==> src/rtl/matrix_frame_buf.sv <==
// matrix_frame_buf: double-buffered 8x8 frame store; swaps back->front on frame_sync or sync timeout.
// Define MATRIX_FRAME_BUF_READBACK_EN to add registered back-buffer readback (rd_row/rd_data).
module matrix_frame_buf #(
    parameter bit          COPY_ON_SWAP = 1'b1,
    parameter int unsigned SYNC_TIMEOUT = 1048576,
    parameter int          TO_W         = 21
) (
    input  logic        clk,
    input  logic        rst,
    input  logic        wr_en,
    input  logic [2:0]  wr_row,
    input  logic [7:0]  wr_data,
    output logic        wr_ready,
    input  logic        commit,
    input  logic        frame_sync,
    output logic [63:0] frame,
    output logic        pending,
    output logic        swap_done,
    output logic        forced
`ifdef MATRIX_FRAME_BUF_READBACK_EN
    ,
    input  logic [2:0]  rd_row,
    output logic [7:0]  rd_data
`endif
);
    typedef enum logic {S_IDLE, S_WAIT} state_t;
    state_t          state_q;
    logic [63:0]     front_q, back_q;
    logic [TO_W-1:0] cnt_q, cnt_d;
    logic            swap_done_q, forced_q, timeout, swap;

    assign timeout = (SYNC_TIMEOUT != 0) && (cnt_q == TO_W'(SYNC_TIMEOUT - 1));
    assign swap    = (state_q == S_WAIT) && (frame_sync || timeout);
    assign cnt_d   = &cnt_q ? cnt_q : cnt_q + 1'b1;

    always_ff @(posedge clk) begin
        if (rst) begin
            state_q     <= S_IDLE;
            front_q     <= '0;
            back_q      <= '0;
            cnt_q       <= '0;
            swap_done_q <= 1'b0;
            forced_q    <= 1'b0;
        end else begin
            swap_done_q <= swap;
            if (state_q == S_IDLE) begin
                if (wr_en) back_q[{wr_row, 3'b000} +: 8] <= wr_data;
                if (commit) begin
                    state_q <= S_WAIT;
                    cnt_q   <= '0;
                end
            end else begin
                cnt_q <= cnt_d;
                if (swap) begin
                    front_q <= back_q;
                    if (!COPY_ON_SWAP) back_q <= front_q;
                    // a real frame_sync arriving on the timeout cycle is not a forced swap
                    if (timeout && !frame_sync) forced_q <= 1'b1;
                    state_q <= S_IDLE;
                end
            end
        end
    end

    assign frame     = front_q;
    assign pending   = (state_q == S_WAIT);
    assign wr_ready  = (state_q == S_IDLE);
    assign swap_done = swap_done_q;
    assign forced    = forced_q;

`ifdef MATRIX_FRAME_BUF_READBACK_EN
    logic [7:0] rd_data_q;
    always_ff @(posedge clk) begin
        if (rst) rd_data_q <= '0;
        else     rd_data_q <= back_q[{rd_row, 3'b000} +: 8];
    end
    assign rd_data = rd_data_q;
`endif
endmodule

==> config.mk <==
export PLATFORM = sky130hd
export DESIGN_NAME = matrix_frame_buf
export DESIGN_NICKNAME = d
export VERILOG_FILES = /design/src/rtl/matrix_frame_buf.sv
export SDC_FILE = /design/constraint.sdc
export NUM_CORES = 1
export LEC_CHECK = 0
export CAP_MARGIN = 20
export CORE_ASPECT_RATIO = 0.7
export CORE_UTILIZATION = 45
export CTS_CLUSTER_DIAMETER = 150
export DETAILED_ROUTE_END_ITERATION = 6
export HOLD_SLACK_MARGIN = 0.15
export PLACE_DENSITY = 0.76
export SLEW_MARGIN = 30
export SYNTH_ARGS = -nofsm -noshare
export SYNTH_HDL_FRONTEND = slang
export SYNTH_SLANG_ARGS = --single-unit
export TNS_END_PERCENT = 10
==> constraint.sdc <==
create_clock -name clk -period 9.6 [get_ports clk]
set_clock_uncertainty 0.1 [all_clocks]
set_input_delay 2.4 -clock clk [delete_from_list [all_inputs] [get_ports clk]]
set_output_delay 2.4 -clock clk [all_outputs]
set_load 0.05 [all_outputs]
==> run_results.csv, run 1 <==
group,metric,value,unit
layout,final_nets,781,
floorplanning,io_pins,84,
global_route,antenna_found_initial,0,
layout,fin_area,0.007406,mm2
synthesis,ys.warnings.count,0,
power,power_density,191.3,mW/mm2
worst_hold_path,hold_class,"flip-flop to flip-flop",
timing,rsz0062_at_grt,"false",
routing,drt_iter0_drc,464,
power,peakVddDrop,0.1622,mV
placement,place_hpwl,10030,um
timing,fin_hold_ws,0.3498,ns
power,finalPower,1.416,mW
setup_path,cp-end-kind,"flip-flop",
clocking,ctsHoldBuffers,0,
global_route,grtUsageTotal,22.33,%
setup_path,cp-start-kind,"input port",
timing,period_share,54.83,%
timing,fin_setup_tns,0,ns
clocking,ctsResizeCount,0,
setup_path,crit_type,"input port to flip-flop",
synthesis,synth-edff-count,0,
timing,slew_headroom,36.38,%
routing,vias,5137,
synthesis,async_flop_share,0,%
global_route,grt_pass1_wl,24050,um
synthesis,yosysSeqAreaShare,51.04,%
clocking,cts_inserted_buffers,17,
synthesis,synth_flop_cell,"dfxtp_1",
layout,n_fill_cell,1081,
setup_path,cp.required,9.76,ns
clocking,clkSinkCount,152,
synthesis,syn-cell-area,0.005962,mm2
floorplanning,start_util,47.03,%
clocking,cts_tree,"yes",
layout,area_growth,24.22,%
layout,layout_commonest_cell,"nand2_1",
timing,worst_slew_pin_slew,0.9543,ns
setup_path,slowest_delay,0.90,ns
power,static-leakage-power,2.649,nW
clocking,cts_setup_buffers,0,
setup_path,path_buf_inv,2,
global_route,grt-ovfl-total,0,
floorplanning,die_x,139.6,um
routing,viasPerCell,5.488,
routing,ant_nets,0,
placement,gp_congestion,0.8858,
clocking,h-tree-depth,4,
synthesis,synth_cells,705,
setup_path,crit_arrival,5.42,ns
routing,routedWlPerCell,15.80,um
routing,drc,0,
placement,placed_cell_area,0.006777,mm2
synthesis,syn_area_per_cell,8.457,um2
layout,utilization,58.42,%
routing,dr.pass1.iters,5,
floorplanning,dieArea,0.01372,mm2
clocking,clk_pin_slew,0.06,ns
clocking,cts.path.max_buffers,2,
floorplanning,die_h,98.31,um
status,run_status,"completed",
layout,num_antenna_cells,0,
global_route,grt_pass1_vias,4808,
job,drv_cap,0,
routing,wl,14790,um
synthesis,synth-seq-cells,152,
timing,slew_violations,0,
setup_path,slowest_stage,"clkdlybuf4s50_1",
timing,clock.fmax,190.0,MHz
timing,timing.final.crit_period,5.264,ns
global_route,grt_max_degree,101,
synthesis,synthDistinctLibCells,55,
placement,port_buffers,83,
floorplanning,core,0.01268,mm2
floorplanning,rows,34,
timing,hold_viol,0,
layout,mostFrequentLayoutCells,"nand2_1, dfxtp_1, a21oi_1",
setup_path,critical-path-top-delay-family,"simple AND/OR/NAND/NOR gates",
synthesis,synth.net_count,725,
setup_path,cp_max_fo,22,
timing,setup_viol,0,
setup_path,crit_chain,"clkdlybuf4s50_1, inv_1, ha_1, ha_1, nor2_1, nand4_1, mux2i_1, nor2_1",
clocking,clockRootBuffer,"clkbuf_16",
layout,drive_gt1_share,5.685,%
clocking,clock_latency,0.42,ns
==> per-layer routing <==
layer  vias up  global-route usage, %  wire, um
met4         0                  7.608       242
met3        27                  6.032      1106
met1      2408                  30.91      7062
li1       2517                      -         -
met2       185                  33.59      6374
met5         -                      0         0
==> registers in the layout, summed over array words and instances (netlist names) <==
register   cells
back_q        64
frame         64
cnt_q         21
forced         1
pending        1
swap_done      1
==> power by group <==
part           switching (mW)  leakage (nW)  internal [mW]  total [mW]
Sequential            0.00447          1.22          0.635       0.639
Clock                   0.256         0.308          0.450       0.705
Combinational          0.0522          1.12         0.0195      0.0717
Total                   0.312          2.65           1.10        1.42
==> layout make-up <==
| type | instances | area, um2 | area share [%] |
|---|---|---|---|
| clock buffers | 21 | 460.4 | 6.217 |
| repair buffers | 86 | 850.8 | 11.49 |
| clock inverters | 11 | 168.9 | 2.281 |
| well taps | 162 | 202.7 | 2.737 |
| flip-flops and latches | 152 | 3043 | 41.09 |
| multi-input cells | 499 | 2661 | 35.94 |
| inverters | 5 | 18.77 | 0.2534 |
==> kinds of logic after synthesis <==
group / synth area share [%]
multiplexers: 7.093
AND/OR/NAND/NOR: 23.95
buffers and inverters: 4.659
adder cells (fa/ha/maj): 0.8395
AO/OA/AOI/OAI: 12.13
flip-flops: 51.04
XOR/XNOR: 0.2939
==> synth_stat cells, types with 6 or more instances <==
library cell	n	area, um2
a21oi_1	96	480.5
clkbuf_1	24	90.09
dfxtp_1	152	3043
nor3_1	6	30.03
nand3_1	12	60.06
buf_2	15	75.07
nand2_1	166	623.1
buf_6	7	78.83
nand4_1	15	93.84
nor2_1	81	304.0
mux2i_1	40	400.4
or3_1	12	75.07
==> through the flow <==
step                      setup slack [ns]  instances
final                                4.336        936
after global routing                 4.079        936
after CTS                            4.390        936
after detailed placement             3.965        904
after global placement               4.232        904
after floorplan                      4.756        705
==> worst min-delay path, stage by stage, from the launching register on <==
cell and delay, ns:
dfxtp_1 0.31, nand2_1 0.05, a21oi_1 0.05
==> path summary, 6_finish.rpt <==
kind              depth (start not counted)                endpoint  slack, ns                    start
setup / recovery                          8  back_q[3]$_SDFFE_PP0P_       4.34                wr_row[0]
hold / removal                            2  frame[44]$_SDFFE_PP0P_       0.35  back_q[44]$_SDFFE_PP0P_
setup reg to reg                          7  frame[19]$_SDFFE_PP0P_       6.74    cnt_q[0]$_SDFFE_PP0P_
hold reg to reg                           2  frame[44]$_SDFFE_PP0P_       0.35  back_q[44]$_SDFFE_PP0P_
(Power assumes the default switching activity.)
==> inputs of run 2 (changes only) <==
==> constraint.sdc (replaced) <==
create_clock -name clk -period 5.3 [get_ports clk]
set_clock_uncertainty 0.1 [all_clocks]
set_input_delay 1.325 -clock clk [delete_from_list [all_inputs] [get_ports clk]]
set_output_delay 1.325 -clock clk [all_outputs]
set_load 0.05 [all_outputs]
==> run 2 against run 1 <==
  * Register-to-register slack worse by 4.8 ns
  * Wire length decreased by 1.3%
  * Global-route usage down 0.43 points
  * Critical path depth stayed put
  * Worst hold slack better by 0.0020 ns
  * Sequential power rose by 82%
  * Clock power rose by 90%
  * Utilization grew 0.24 points
  * Critical path type unchanged
  * Highest routed layer unchanged
==> run_results.csv, run 2 (synthesis results as in run 1) <==
group,metric,value,unit
global_route,grt_pass1_wl,23670,um
power,peakVddDrop,0.2692,mV
layout,fin_area,0.007436,mm2
timing,setup_viol,0,
setup_path,cp-start-kind,"input port",
floorplanning,dieArea,0.01372,mm2
timing,timing.final.crit_period,4.164,ns
setup_path,cp-end-kind,"flip-flop",
routing,dr.pass1.iters,6,
timing,hold_viol,0,
clocking,cts_setup_buffers,0,
setup_path,cp_max_fo,22,
global_route,grt_util_met3,4.855,%
timing,slew_headroom,40.21,%
routing,drt_iter0_drc,484,
floorplanning,die_h,98.31,um
global_route,grt_max_degree,81,
clocking,h-tree-depth,4,
layout,area_growth,24.72,%
setup_path,crit_chain,"clkdlybuf4s50_1, inv_1, ha_1, ha_1, nor2_1, nand4_1, mux2i_1, nor2_1",
floorplanning,start_util,47.03,%
layout,mostFrequentLayoutCells,"nand2_1, dfxtp_1, a21oi_1",
floorplanning,io_pins,84,
layout,num_antenna_cells,0,
setup_path,path_buf_inv,2,
routing,wl,14600,um
global_route,antenna_found_initial,0,
routing,drc,0,
setup_path,critical-path-top-delay-family,"simple AND/OR/NAND/NOR gates",
routing,ant_nets,0,
setup_path,reg2reg_depth,7,
global_route,grtUsageTotal,21.90,%
clocking,cts.path.max_buffers,2,
timing,fin_setup_tns,0,ns
placement,gp_congestion,0.8877,
clocking,clkSinkCount,152,
layout,utilization,58.66,%
global_route,grt-ovfl-total,0,
worst_hold_path,hold_class,"flip-flop to flip-flop",
setup_path,crit_arrival,4.34,ns
placement,place_hpwl,9978,um
global_route,grt_pass1_vias,4796,
setup_path,slowest_delay,0.89,ns
timing,worst_slew_pin_slew,0.8968,ns
layout,final_nets,781,
clocking,ctsResizeCount,0,
routing,vias,5098,
timing,rsz0062_at_grt,"false",
placement,placed_cell_area,0.006777,mm2
global_route,met1_usage,30.95,%
layout,layout_commonest_cell,"nand2_1",
placement,port_buffers,83,
timing,slew_violations,0,
floorplanning,rows,34,
job,drv_cap,0,
timing,period_share,78.57,%
clocking,clk_pin_slew,0.06,ns
global_route,top_usage_layer,"met2",
setup_path,cp.depth,8,
setup_path,slowest_stage,"clkdlybuf4s50_1",
setup_path,crit_type,"input port to flip-flop",
clocking,clockRootBuffer,"clkbuf_16",
clocking,cts_tree,"yes",
power,power_density,352.8,mW/mm2
worst_hold_path,min_path_cells,2,
layout,drive_gt1_share,5.943,%
global_route,grtUsageMet2,33.05,%
power,static-leakage-power,2.651,nW
routing,routedWlPerCell,15.60,um
routing,viasPerCell,5.447,
clocking,ctsHoldBuffers,0,
setup_path,cp.required,5.48,ns
clocking,clock_latency,0.42,ns
floorplanning,core,0.01268,mm2
floorplanning,die_x,139.6,um
status,run_status,"completed",
timing,fin_hold_ws,0.3517,ns
clocking,cts_inserted_buffers,17,
timing,clock.fmax,240.2,MHz
-- run 2: changes by cell type in the layout (fill, tap and decap cells not counted), sizes merged --
cell	change
clkbuf	-3
clkinvlp	+3
bufinv	+1
clkinv	-1
-- run 2: where the power goes --
part | switching [mW] | internal, mW | total, mW | leakage, nW
Clock | 0.485 | 0.851 | 1.34 | 0.309
Combinational | 0.0935 | 0.0354 | 0.129 | 1.12
Sequential | 0.00837 | 1.15 | 1.16 | 1.22
Total | 0.587 | 2.04 | 2.62 | 2.65
-- run 2: worst paths after layout --
| check | startpoint | slack (ns) | endpoint |
|---|---|---|---|
| setup reg to reg | cnt_q[1]$_SDFFE_PP0P_ | 1.98 | frame[45]$_SDFFE_PP0P_ |
| setup / recovery | wr_row[0] | 1.14 | back_q[5]$_SDFFE_PP0P_ |
| hold reg to reg | back_q[8]$_SDFFE_PP0P_ | 0.35 | frame[8]$_SDFFE_PP0P_ |
| hold / removal | back_q[8]$_SDFFE_PP0P_ | 0.35 | frame[8]$_SDFFE_PP0P_ |
-- run 2: area by class of cell --
| cell class | instances | area [um2] |
|---|---|---|
| fillers | 1114 | 5241 |
| repair buffers | 86 | 850.8 |
| inverters | 5 | 18.77 |
| multi-input cells | 499 | 2661 |
| clock inverters | 14 | 220.2 |
| flip-flops and latches | 152 | 3043 |
| well taps | 162 | 202.7 |
| clock buffers | 18 | 439.2 |
-- run 2: worst min-delay path, stage by stage (launching register included) --
cell,delay [ns]
dfxtp_1,0.31
nand2_1,0.05
a21oi_1,0.05
-- run 2: through the flow --
step	instances	total power, mW	worst slack, ns
3_3_place_gp	904	1.307	1.022
3_5_place_dp	904	1.309	0.8072
6_report	936	2.623	1.136
5_1_grt	936	2.699	0.9512
2_1_floorplan	705	1.271	1.531
4_1_cts	936	2.635	1.221
-- run 2: layer usage --
layer	share of wire (%)	vias up
li1	-	2508
met1	49	2364
met2	42	203
met3	7.3	23
met4	1.4	0
met5	0	-
==> inputs of run 3 (changes only) <==
--- a/config.mk
+++ b/config.mk
@@ -11,7 +11,7 @@
 export CTS_CLUSTER_DIAMETER = 150
 export DETAILED_ROUTE_END_ITERATION = 6
 export HOLD_SLACK_MARGIN = 0.15
-export PLACE_DENSITY = 0.76
+export PLACE_DENSITY = 0.78
 export SLEW_MARGIN = 30
 export SYNTH_ARGS = -nofsm -noshare
 export SYNTH_HDL_FRONTEND = slang
==> constraint.sdc (replaced) <==
create_clock -name clk -period 3.5 [get_ports clk]
set_clock_uncertainty 0.1 [all_clocks]
set_input_delay 0.875 -clock clk [delete_from_list [all_inputs] [get_ports clk]]
set_output_delay 0.875 -clock clk [all_outputs]
set_load 0.05 [all_outputs]
==> run 3 against run 2 <==
  * Wire length is 1.3% higher
  * Die area stayed put
  * Non-clock buffer count up 14
  * Sequential share of layout area down 0.24 points
  * Sequential power rose by 51%
  * Flip-flop and latch count stayed put
  * Combinational power is 66% higher
  * Worst hold slack worse by 0.0025 ns
  * Register-to-register slack lost 0.76 ns
  * Global-route usage grew 0.56 points
  * Cell area is 0.59% higher
  * Critical endpoint is now back_q[26]$_SDFFE_PP0P_
  * Largest cell class unchanged
  * Highest routed layer unchanged
==> run_results.csv, run 3 (synthesis results as in run 1) <==
group,metric,value,unit
status,run_status,"completed",
power,static-leakage-power,2.696,nW
power,switching_share,23.76,%
worst_hold_path,hold_end,"frame[10]$_SDFFE_PP0P_",
power,peakVddDrop,0.4156,mV
placement,place_inst,918,
clocking,h-tree-depth,4,
timing,slew_violations,0,
layout,num_antenna_cells,0,
power,power_frac_seq,46.3,%
routing,dr.pass1.iters,5,
floorplanning,die_x,139.6,um
layout,drive_gt1_share,7.487,%
clocking,cts_inserted_buffers,17,
power,power_density,504.7,mW/mm2
power,clkPwrFrac,48.0,%
worst_hold_path,min_path_cells,2,
floorplanning,rows,34,
clocking,ctsHoldBuffers,0,
floorplanning,start_util,47.03,%
setup_path,cp-end-kind,"flip-flop",
setup_path,r2r_start,"cnt_q[0]$_SDFFE_PP0P_",
placement,place_hpwl,9936,um
worst_hold_path,worstHoldStart,"back_q[10]$_SDFFE_PP0P_",
timing,slew_headroom,54.56,%
floorplanning,io_pins,84,
setup_path,crit_arrival,3.30,ns
global_route,grtUsageTotal,22.46,%
clocking,clkSinkCount,152,
global_route,antenna_found_initial,0,
clocking,clock_latency,0.43,ns
worst_hold_path,hold_class,"flip-flop to flip-flop",
floorplanning,dieArea,0.01372,mm2
timing,timing.final.crit_period,3.054,ns
placement,port_buffers,83,
setup_path,ff2ff_setup_slack,1.22,ns
global_route,grt_pass1_wl,24190,um
setup_path,cp.required,3.75,ns
routing,drt_iter0_drc,465,
clocking,cts_tree,"yes",
power,p_comb_share,5.7,%
timing,period_share,87.26,%
setup_path,r2r_end,"frame[52]$_SDFFE_PP0P_",
power,p_int,2.878,mW
timing,rsz0062_at_grt,"false",
global_route,grt_max_degree,66,
job,drv_cap,0,
timing,worst_slew_pin_slew,0.6817,ns
clocking,cts_setup_buffers,0,
global_route,grt_pass1_vias,4758,
setup_path,crit_type,"input port to flip-flop",
clocking,ctsResizeCount,0,
placement,gp_congestion,0.8998,
global_route,grt-ovfl-total,0,
routing,ant_nets,0,
setup_path,cp_max_fo,16,
layout,stdcell_count,950,
layout,mostFrequentLayoutCells,"nand2_1, dfxtp_1, a21oi_1",
timing,fin_setup_tns,0,ns
layout,layout_commonest_cell,"nand2_1",
layout,final_nets,795,
timing,hold_viol,0,
timing,setup_viol,0,
setup_path,reg2reg_depth,8,
clocking,clockRootBuffer,"clkbuf_16",
floorplanning,die_h,98.31,um
layout,area_growth,25.46,%
routing,routedWlPerCell,15.57,um
routing,drc,0,
routing,vias,5128,
power,p_switching,896.9,uW
setup_path,cp-start-kind,"input port",
timing,clock.fmax,327.4,MHz
clocking,clk_pin_slew,0.06,ns
floorplanning,core,0.01268,mm2
routing,wl,14790,um
clocking,cts.path.max_buffers,2,
routing,viasPerCell,5.398,
## run 3: changes by cell type in the layout (fill, tap and decap cells not counted)
cell,previous run,this run
clkbuf_1,0,1
buf_4,4,17
buf_12,0,1
clkinv_2,1,3
bufinv_16,5,2
inv_6,2,3
clkinv_4,2,3
clkinvlp_4,4,2
## run 3: how the worst max path moves through the flow
stage                               to  cells past startpoint  startpoint  slack [ns]
3_3_place_gp   back_q[29]$_SDFFE_PP0P_                      8   wr_row[0]        0.20
2_1_floorplan  back_q[30]$_SDFFE_PP0P_                     11   wr_row[0]        0.18
5_1_grt        back_q[26]$_SDFFE_PP0P_                      8   wr_row[0]        0.33
3_5_place_dp   back_q[25]$_SDFFE_PP0P_                      8   wr_row[0]        0.12
4_1_cts        back_q[26]$_SDFFE_PP0P_                      8   wr_row[0]        0.47
6_report       back_q[26]$_SDFFE_PP0P_                      8   wr_row[0]        0.45
## run 3: power by group through the flow
stage               registers [mW]  logic [mW]  clock network, mW
floorplan                     1.79       0.131                  0
global placement              1.79       0.206                  0
detailed placement            1.79       0.209                  0
CTS                           1.75       0.211               1.83
global route                  1.75       0.230               1.91
finish                        1.75       0.214               1.81
## run 3: layer usage
metal	GRT usage, %	vias to the layer above	part of all wire [%]
met2	33.59	172	43
li1	-	2538	-
met1	31.83	2401	48
met4	6.424	0	0.93
met5	0	-	0
met3	5.836	17	7.6
## run 3: worst max-delay path, cell delays in order
cell and delay, ns:
clkdlybuf4s50_1 0.50, inv_1 0.06, ha_1 0.21, ha_1 0.39
nand3_1 0.12, or3_1 0.53, or3_1 0.44, a21oi_1 0.17
## run 3: through the flow
step / cell area (um2) / utilization (%) / worst slack, ns / hold slack (ns) / power [mW]
after detailed placement: 6894 / 54.38 / 0.1223 / 0.3450 / 1.996
final: 7480 / 59.00 / 0.4458 / 0.3493 / 3.775
after global routing: 7480 / 59.00 / 0.3318 / 0.3607 / 3.885
after CTS: 7480 / 59.00 / 0.4731 / 0.3552 / 3.791
after global placement: 6894 / 54.38 / 0.2005 / 0.3418 / 1.992
after floorplan: 5962 / - / 0.1808 / 0.3312 / 1.924
## run 3: layout make-up
cell class / instances / area [um2]
tap: 162 / 202.7
clock buffer: 19 / 442.9
sequential: 152 / 3043
timing repair buffer: 100 / 968.4
inverter: 5 / 18.77
fill: 1105 / 5197
multi-input combinational: 499 / 2661
clock inverter: 13 / 142.6
